**config.mk**
```make
export PLATFORM = sky130hd
export DESIGN_NAME = pipe_stage_skid_reg_flat
export DESIGN_NICKNAME = d
export VERILOG_FILES = /design/src/rtl/pipe_pkg.sv /design/src/rtl/pipe_stage_skid_reg_if.sv /design/src/rtl/pipe_sat_counter.sv /design/src/rtl/pipe_stage_skid_reg.sv /design/src/flat_wrapper.sv
export SDC_FILE = /design/constraint.sdc
export NUM_CORES = 1
export LEC_CHECK = 0
export CORE_MARGIN = 2
export CORE_UTILIZATION = 41
export DETAILED_ROUTE_END_ITERATION = 12
export PLACE_DENSITY = 0.79
export SLEW_MARGIN = 20
export SYNTH_ARGS = -nofsm -noshare
export SYNTH_HDL_FRONTEND = slang
export SYNTH_SLANG_ARGS = --single-unit
```
**constraint.sdc**
```tcl
create_clock -name clk -period 2.2 [get_ports clk]
set_clock_uncertainty 0.2 [all_clocks]
set_input_delay 0.66 -clock clk [delete_from_list [all_inputs] [get_ports clk]]
set_output_delay 0.66 -clock clk [all_outputs]
set_load 0.1 [all_outputs]
```
**src/rtl/pipe_pkg.sv**
```systemverilog
// rtl/pipe_pkg.sv - shared pipeline stage states, occupancy codes and per-stage control widths
package pipe_pkg;

   typedef enum logic [1:0] {
      PIPE_EMPTY = 2'd0,
      PIPE_FULL  = 2'd1,
      PIPE_SKID  = 2'd2
   } pipe_state_t;

   localparam logic [1:0] OCC_EMPTY = 2'd0;
   localparam logic [1:0] OCC_FULL  = 2'd1;
   localparam logic [1:0] OCC_SKID  = 2'd2;

   localparam int ID_CTRL_W  = 8;
   localparam int EX_CTRL_W  = 8;
   localparam int MEM_CTRL_W = 4;

endpackage

```
**src/rtl/pipe_stage_skid_reg_if.sv**
```systemverilog
// rtl/pipe_stage_skid_reg_if.sv - valid/ready handshake bundle between two pipeline stages
interface pipe_stage_skid_reg_if #(
   parameter int DATA_W = 32,
   parameter int CTRL_W = pipe_pkg::ID_CTRL_W
);
   logic              in_valid;
   logic              in_ready;
   logic [CTRL_W-1:0] in_ctrl;
   logic [DATA_W-1:0] in_data;
   logic              out_valid;
   logic              out_ready;
   logic [CTRL_W-1:0] out_ctrl;
   logic [DATA_W-1:0] out_data;

   modport master (
      output in_valid, in_ctrl, in_data, out_ready,
      input  in_ready, out_valid, out_ctrl, out_data
   );

   modport slave (
      input  in_valid, in_ctrl, in_data, out_ready,
      output in_ready, out_valid, out_ctrl, out_data
   );
endinterface

```
**src/rtl/pipe_sat_counter.sv**
```systemverilog
// rtl/pipe_sat_counter.sv - saturating event counter, cleared only by reset
module pipe_sat_counter #(
   parameter int CNT_W = 16
) (
   input  logic             clk,
   input  logic             rst,
   input  logic             inc,
   output logic [CNT_W-1:0] count
);

   always_ff @(posedge clk) begin
      if (!rst) begin
         count <= '0;
      end else if (inc && (count != {CNT_W{1'b1}})) begin
         count <= count + 1'b1;
      end
   end

endmodule

```
**src/rtl/pipe_stage_skid_reg.sv**
```systemverilog
// rtl/pipe_stage_skid_reg.sv - generic pipeline stage register with 2-entry skid buffer,
// freeze, flush with control bubbling and saturating stall counter
module pipe_stage_skid_reg
   import pipe_pkg::*;
#(
   parameter int DATA_W = 32,
   parameter int CTRL_W = 8,
   parameter int CNT_W  = 16
) (
   input  logic                 clk,
   input  logic                 rst,
   input  logic                 flush,
   input  logic                 freeze,
   pipe_stage_skid_reg_if.slave bus,
   output logic [1:0]           occupancy,
   output logic [CNT_W-1:0]     stall_cnt
);

   pipe_state_t       state;
   logic [DATA_W-1:0] head_data;
   logic [DATA_W-1:0] skid_data;
   logic [CTRL_W-1:0] head_ctrl;
   logic [CTRL_W-1:0] skid_ctrl;
   logic              head_valid;
   logic              skid_valid;
   logic              in_fire;
   logic              out_fire;

   assign head_valid = (state != PIPE_EMPTY);
   assign skid_valid = (state == PIPE_SKID);

   // in_ready depends only on registered state, so no combinational path from out_ready
   assign bus.in_ready  = rst & ~skid_valid & ~freeze;
   assign in_fire       = bus.in_valid & bus.in_ready;
   assign out_fire      = head_valid & bus.out_ready;
   assign bus.out_valid = head_valid;
   assign bus.out_ctrl  = head_valid ? head_ctrl : '0;
   assign bus.out_data  = head_data;

   always_ff @(posedge clk) begin
      if (!rst) begin
         state     <= PIPE_EMPTY;
         occupancy <= OCC_EMPTY;
         head_data <= '0;
         head_ctrl <= '0;
         skid_data <= '0;
         skid_ctrl <= '0;
      end else if (flush) begin
         // payload is left in place; only the control bits are bubbled
         state     <= PIPE_EMPTY;
         occupancy <= OCC_EMPTY;
         head_ctrl <= '0;
         skid_ctrl <= '0;
      end else begin
         case (state)
            PIPE_EMPTY: begin
               if (in_fire) begin
                  state     <= PIPE_FULL;
                  occupancy <= OCC_FULL;
                  head_data <= bus.in_data;
                  head_ctrl <= bus.in_ctrl;
               end
            end
            PIPE_FULL: begin
               if (in_fire && out_fire) begin
                  head_data <= bus.in_data;
                  head_ctrl <= bus.in_ctrl;
               end else if (in_fire) begin
                  state     <= PIPE_SKID;
                  occupancy <= OCC_SKID;
                  skid_data <= bus.in_data;
                  skid_ctrl <= bus.in_ctrl;
               end else if (out_fire) begin
                  state     <= PIPE_EMPTY;
                  occupancy <= OCC_EMPTY;
               end
            end
            PIPE_SKID: begin
               if (out_fire) begin
                  state     <= PIPE_FULL;
                  occupancy <= OCC_FULL;
                  head_data <= skid_data;
                  head_ctrl <= skid_ctrl;
               end
            end
            default: begin
               state     <= PIPE_EMPTY;
               occupancy <= OCC_EMPTY;
            end
         endcase
      end
   end

   pipe_sat_counter #(
      .CNT_W(CNT_W)
   ) u_stall_cnt (
      .clk  (clk),
      .rst  (rst),
      .inc  (bus.in_valid & ~bus.in_ready & rst),
      .count(stall_cnt)
   );

endmodule

```
**src/flat_wrapper.sv**
```systemverilog
// flat-port wrapper written by rule: the top's interface ports become plain ports
module pipe_stage_skid_reg_flat import pipe_pkg::*;
#(
   parameter int DATA_W = 32,
   parameter int CTRL_W = 8,
   parameter int CNT_W  = 16
)
  (clk, rst, flush, freeze, occupancy, stall_cnt, bus_in_valid, bus_in_ctrl, bus_in_data, bus_out_ready, bus_in_ready, bus_out_valid, bus_out_ctrl, bus_out_data);
  pipe_stage_skid_reg_if #(.DATA_W(DATA_W), .CTRL_W(CTRL_W)) bus_i ();
  input  logic clk;
  input  logic rst;
  input  logic flush;
  input  logic freeze;
  output logic [1:0] occupancy;
  output logic [CNT_W-1:0] stall_cnt;
  input wire logic [$bits(bus_i.in_valid)-1:0] bus_in_valid;
  input wire logic [$bits(bus_i.in_ctrl)-1:0] bus_in_ctrl;
  input wire logic [$bits(bus_i.in_data)-1:0] bus_in_data;
  input wire logic [$bits(bus_i.out_ready)-1:0] bus_out_ready;
  output wire logic [$bits(bus_i.in_ready)-1:0] bus_in_ready;
  output wire logic [$bits(bus_i.out_valid)-1:0] bus_out_valid;
  output wire logic [$bits(bus_i.out_ctrl)-1:0] bus_out_ctrl;
  output wire logic [$bits(bus_i.out_data)-1:0] bus_out_data;
  assign bus_i.in_valid = bus_in_valid;
  assign bus_i.in_ctrl = bus_in_ctrl;
  assign bus_i.in_data = bus_in_data;
  assign bus_i.out_ready = bus_out_ready;
  assign bus_in_ready = bus_i.in_ready;
  assign bus_out_valid = bus_i.out_valid;
  assign bus_out_ctrl = bus_i.out_ctrl;
  assign bus_out_data = bus_i.out_data;
  pipe_stage_skid_reg #(.DATA_W(DATA_W), .CTRL_W(CTRL_W), .CNT_W(CNT_W)) u_core (.clk(clk), .rst(rst), .flush(flush), .freeze(freeze), .bus(bus_i), .occupancy(occupancy), .stall_cnt(stall_cnt));
endmodule
```
==> flow_metrics.tcl <==
set metrics [dict create \
    status "completed" \
    core-area_um2 9819 \
    cp_max_fo 2 \
    ir_worst_vdd_mv 0.3851 \
    fin_crit_ns 2.162 \
    syn_area_per_cell_um2 8.183 \
    dpl.cell_count 727 \
    hold_buffers 0 \
    syn_to_final_growth_pct 56.60 \
    n_antenna_cell 0 \
    timing.rr.start "u_core.state[0]$_SDFFE_PP0P_" \
    grt_pass1_wl_um 18710 \
    nFillCells 766 \
    cts_sinks 98 \
    hold_start "u_core.skid_data[3]$_SDFFE_PN0P_" \
    vias 3990 \
    internal_power_uw 2510 \
    required_ns 1.34 \
    slew-limit-headroom_pct 59.13 \
    ys_seq_area_share_pct 47.29 \
    yosys-top-cells-area "dfxtp_1 47%, nand2_1 14%, a311oi_1 8.4%" \
    tritoncts "built" \
    insertion_delay_ns 0.36 \
    p_seq_share_pct 51.9 \
    grt_overflow 0 \
    die_h_um 104.6 \
    grt_max_degree 59 \
    synth-main-ff-cell "dfxtp_1" \
    h-tree-depth 3 \
    postSynthCellCount 507 \
    power_density_nw_per_um2 542.7 \
    hold_depth 2 \
    ff2ff_setup_slack_ns 0.10 \
    synth_area_leader_cell "dfxtp_1" \
    yosys_warnings 0 \
    cp-end-kind "primary output" \
    multiInputGateArea_um2 2078 \
    firstDrtPassIters 4 \
    period_share_pct 98.29 \
    hold_viol 0 \
    drtAntennaViolNets 0 \
    layout.cells.non_filler 754 \
    synth_top_cell_area_share_pct 47.29 \
    swShare_pct 28.80 \
    cts_buffers 9 \
    maxCapViolCount 0 \
    ioPinCount 106 \
    totalWireLength_um 11410 \
    post-route-drc-count 0 \
    dieArea_um2 10940 \
    rsz0062_at_grt "yes" \
    gp_congestion 0.8019 \
    cts-root-buf "clkbuf_8" \
    power_switching_uw 1015 \
    wire_per_inst_um 15.13 \
    slew_violations 0 \
    io_buffers 105 \
    start_kind "input port" \
    grt_pass1_vias 3923 \
    fmax_mhz 462.4 \
    antenna_found_initial 0 \
    clk_path_buf_depth 2 \
    r2r_end "u_core.bus.out_data[29]$_SDFFE_PN0P_" \
    setup_viol 0 \
    initial_core_util_pct 42.25 \
    hold_path_class "reg2reg" \
    cts.clk_slew.worst_paths_ns 0.09 \
    whs_endpoint "u_core.skid_data[3]$_SDFFE_PN0P_" \
    worst_pin_slew_ns 0.6131 \
    layout.nets 663 \
    synth.cell_area_um2 4149 \
    p_leak_uw 0.002422 \
    final.setup.tns_ns 0 \
    drive_gt1_share_pct 23.67 \
    async_flop_share_pct 0 \
    dpl.hpwl_um 7657 \
    synth_seq_cells 98 \
    synth_edf_count 0 \
    syn_nets 554 \
    p_clk_share_pct 32.2 \
    ys_types 41 \
    reg2reg_depth 8 \
    crit_type "in2out" \
    worst_ep_arrival_time_ns 1.30 \
    num_rows 36 \
    die_w_um 104.6 \
    seqCellArea_um2 1989 \
    combPwrFrac_pct 15.9 \
    viasPerCell 5.292 \
    grt_usage_pct 20.76 \
    drt-initial-drc-count 161 \
]
## cell usage in the layout, fill, tap and decap left out, types with 2 or more instances in the layout
cell type        count
xnor2_1              6
and4_1               2
mux2i_1             15
a21boi_0             3
a31oi_1              2
buf_6                3
nor2_1              58
nor4_1               2
a211oi_1             3
nand2b_1             5
buf_2                2
a21oi_1             21
nor3_1               3
clkdlybuf4s50_1     41
nand2_1            158
buf_4               16
bufbuf_16            2
dfxtp_1             80
dfxtp_2             16
a311oi_1            40
nor2b_4             10
dfxtp_4              2
buf_12              68
inv_8                2
nor3b_1              2
a21boi_1            11
o21ai_0              3
clkinv_4             3
clkbuf_8            10
and3_1               4
nand4_1              3
## through the flow
stage | utilization, % | hold WS, ns | cell area (µm²) | total power (µW) | setup WS, ns
after floorplan | - | 0.2366 | 4293 | 2152 | -0.4986
after global placement | 62.45 | 0.2470 | 6132 | 2400 | -0.4972
after detailed placement | 62.45 | 0.2500 | 6132 | 2412 | -0.6069
after CTS | 66.20 | 0.2655 | 6500 | 3563 | 0.01162
after global routing | 66.17 | 0.2865 | 6497 | 3667 | -0.02819
final | 66.17 | 0.2677 | 6497 | 3526 | 0.03753
## power by group through the flow
stage	registers (µW)	clock network, µW	logic [µW]
after floorplan	2020	0	128
after CTS	1830	1170	561
final	1830	1140	562
after detailed placement	1870	0	540
after global routing	1830	1250	589
after global placement	1870	0	531
## layer usage
metal  part of all wire, %  wire [µm]  vias to the layer above  global-route usage, %
met5                     0          0                        -                      0
met1                    41       4622                     1909                  25.15
li1                      -          -                     1946                      -
met3                   5.9        677                        9                  4.803
met2                    53       6024                      126                  37.07
met4                  0.76         87                        0                  5.238
## sequential cells by signal, summed over array words and instances, names as in the netlist
name and flops:
u_core.skid_data 32, u_core.state 2, u_core.u_stall_cnt.count 16, u_core.head_ctrl 8
u_core.skid_ctrl 8, u_core.bus.out_data 32
## worst max-delay path: stages
cell and delay, ns:
buf_2 0.11, buf_6 0.11, nor3_4 0.21, buf_12 0.20
## worst max path at each step
| stage | slack (ns) | startpoint | end | depth (start not counted) |
|---|---|---|---|---|
| floorplan | -0.50 | u_core.state[1]$_SDFFE_PP0P_ | bus_in_ready | 5 |
| global placement | -0.50 | rst | u_core.bus.out_data[31]$_SDFFE_PN0P_ | 8 |
| detailed placement | -0.61 | rst | u_core.bus.out_data[18]$_SDFFE_PN0P_ | 8 |
| CTS | 0.01 | u_core.state[0]$_SDFFE_PP0P_ | bus_out_valid | 4 |
| global route | -0.03 | u_core.state[0]$_SDFFE_PP0P_ | bus_out_valid | 4 |
| finish | 0.04 | freeze | bus_in_ready | 4 |
## cells by family after synthesis
kind of cell	share of synthesized area [%]
compound gates	16.22
simple gates	26.36
flops	47.29
mux	3.619
fa+ha+maj	0.3015
buf+inv	4.945
xor+xnor	1.267
## cells in the mapped netlist (2+ instances only)
cell type,count
nor3b_1,2
clkbuf_1,20
nor2_1,59
o21ai_0,3
and4_1,2
nand2b_1,5
and3_1,4
nor3_1,4
a31oi_1,2
buf_6,4
a21boi_0,3
buf_2,11
xnor2_1,6
a311oi_1,40
a21boi_1,11
nor4_1,2
nand2_1,158
buf_4,3
a211oi_1,3
mux2i_1,15
dfxtp_1,98
a21oi_1,21
nor2b_1,11
nand4_1,3
## area by class of cell
class	instances	share of cell area, %
multi-input cells	369	31.99
clock buffers	10	2.118
flip-flops and latches	98	30.62
repair buffers	136	31.66
well taps	133	2.561
inverters	2	0.1733
clock inverters	6	0.8858
## timing repair
action                     CTS  global route
setup buffers                8             0
pin swaps                    6             1
resized for setup           17             2
gates cloned                 3             0
setup endpoints to repair   80            14
(Power assumes the default switching activity.)
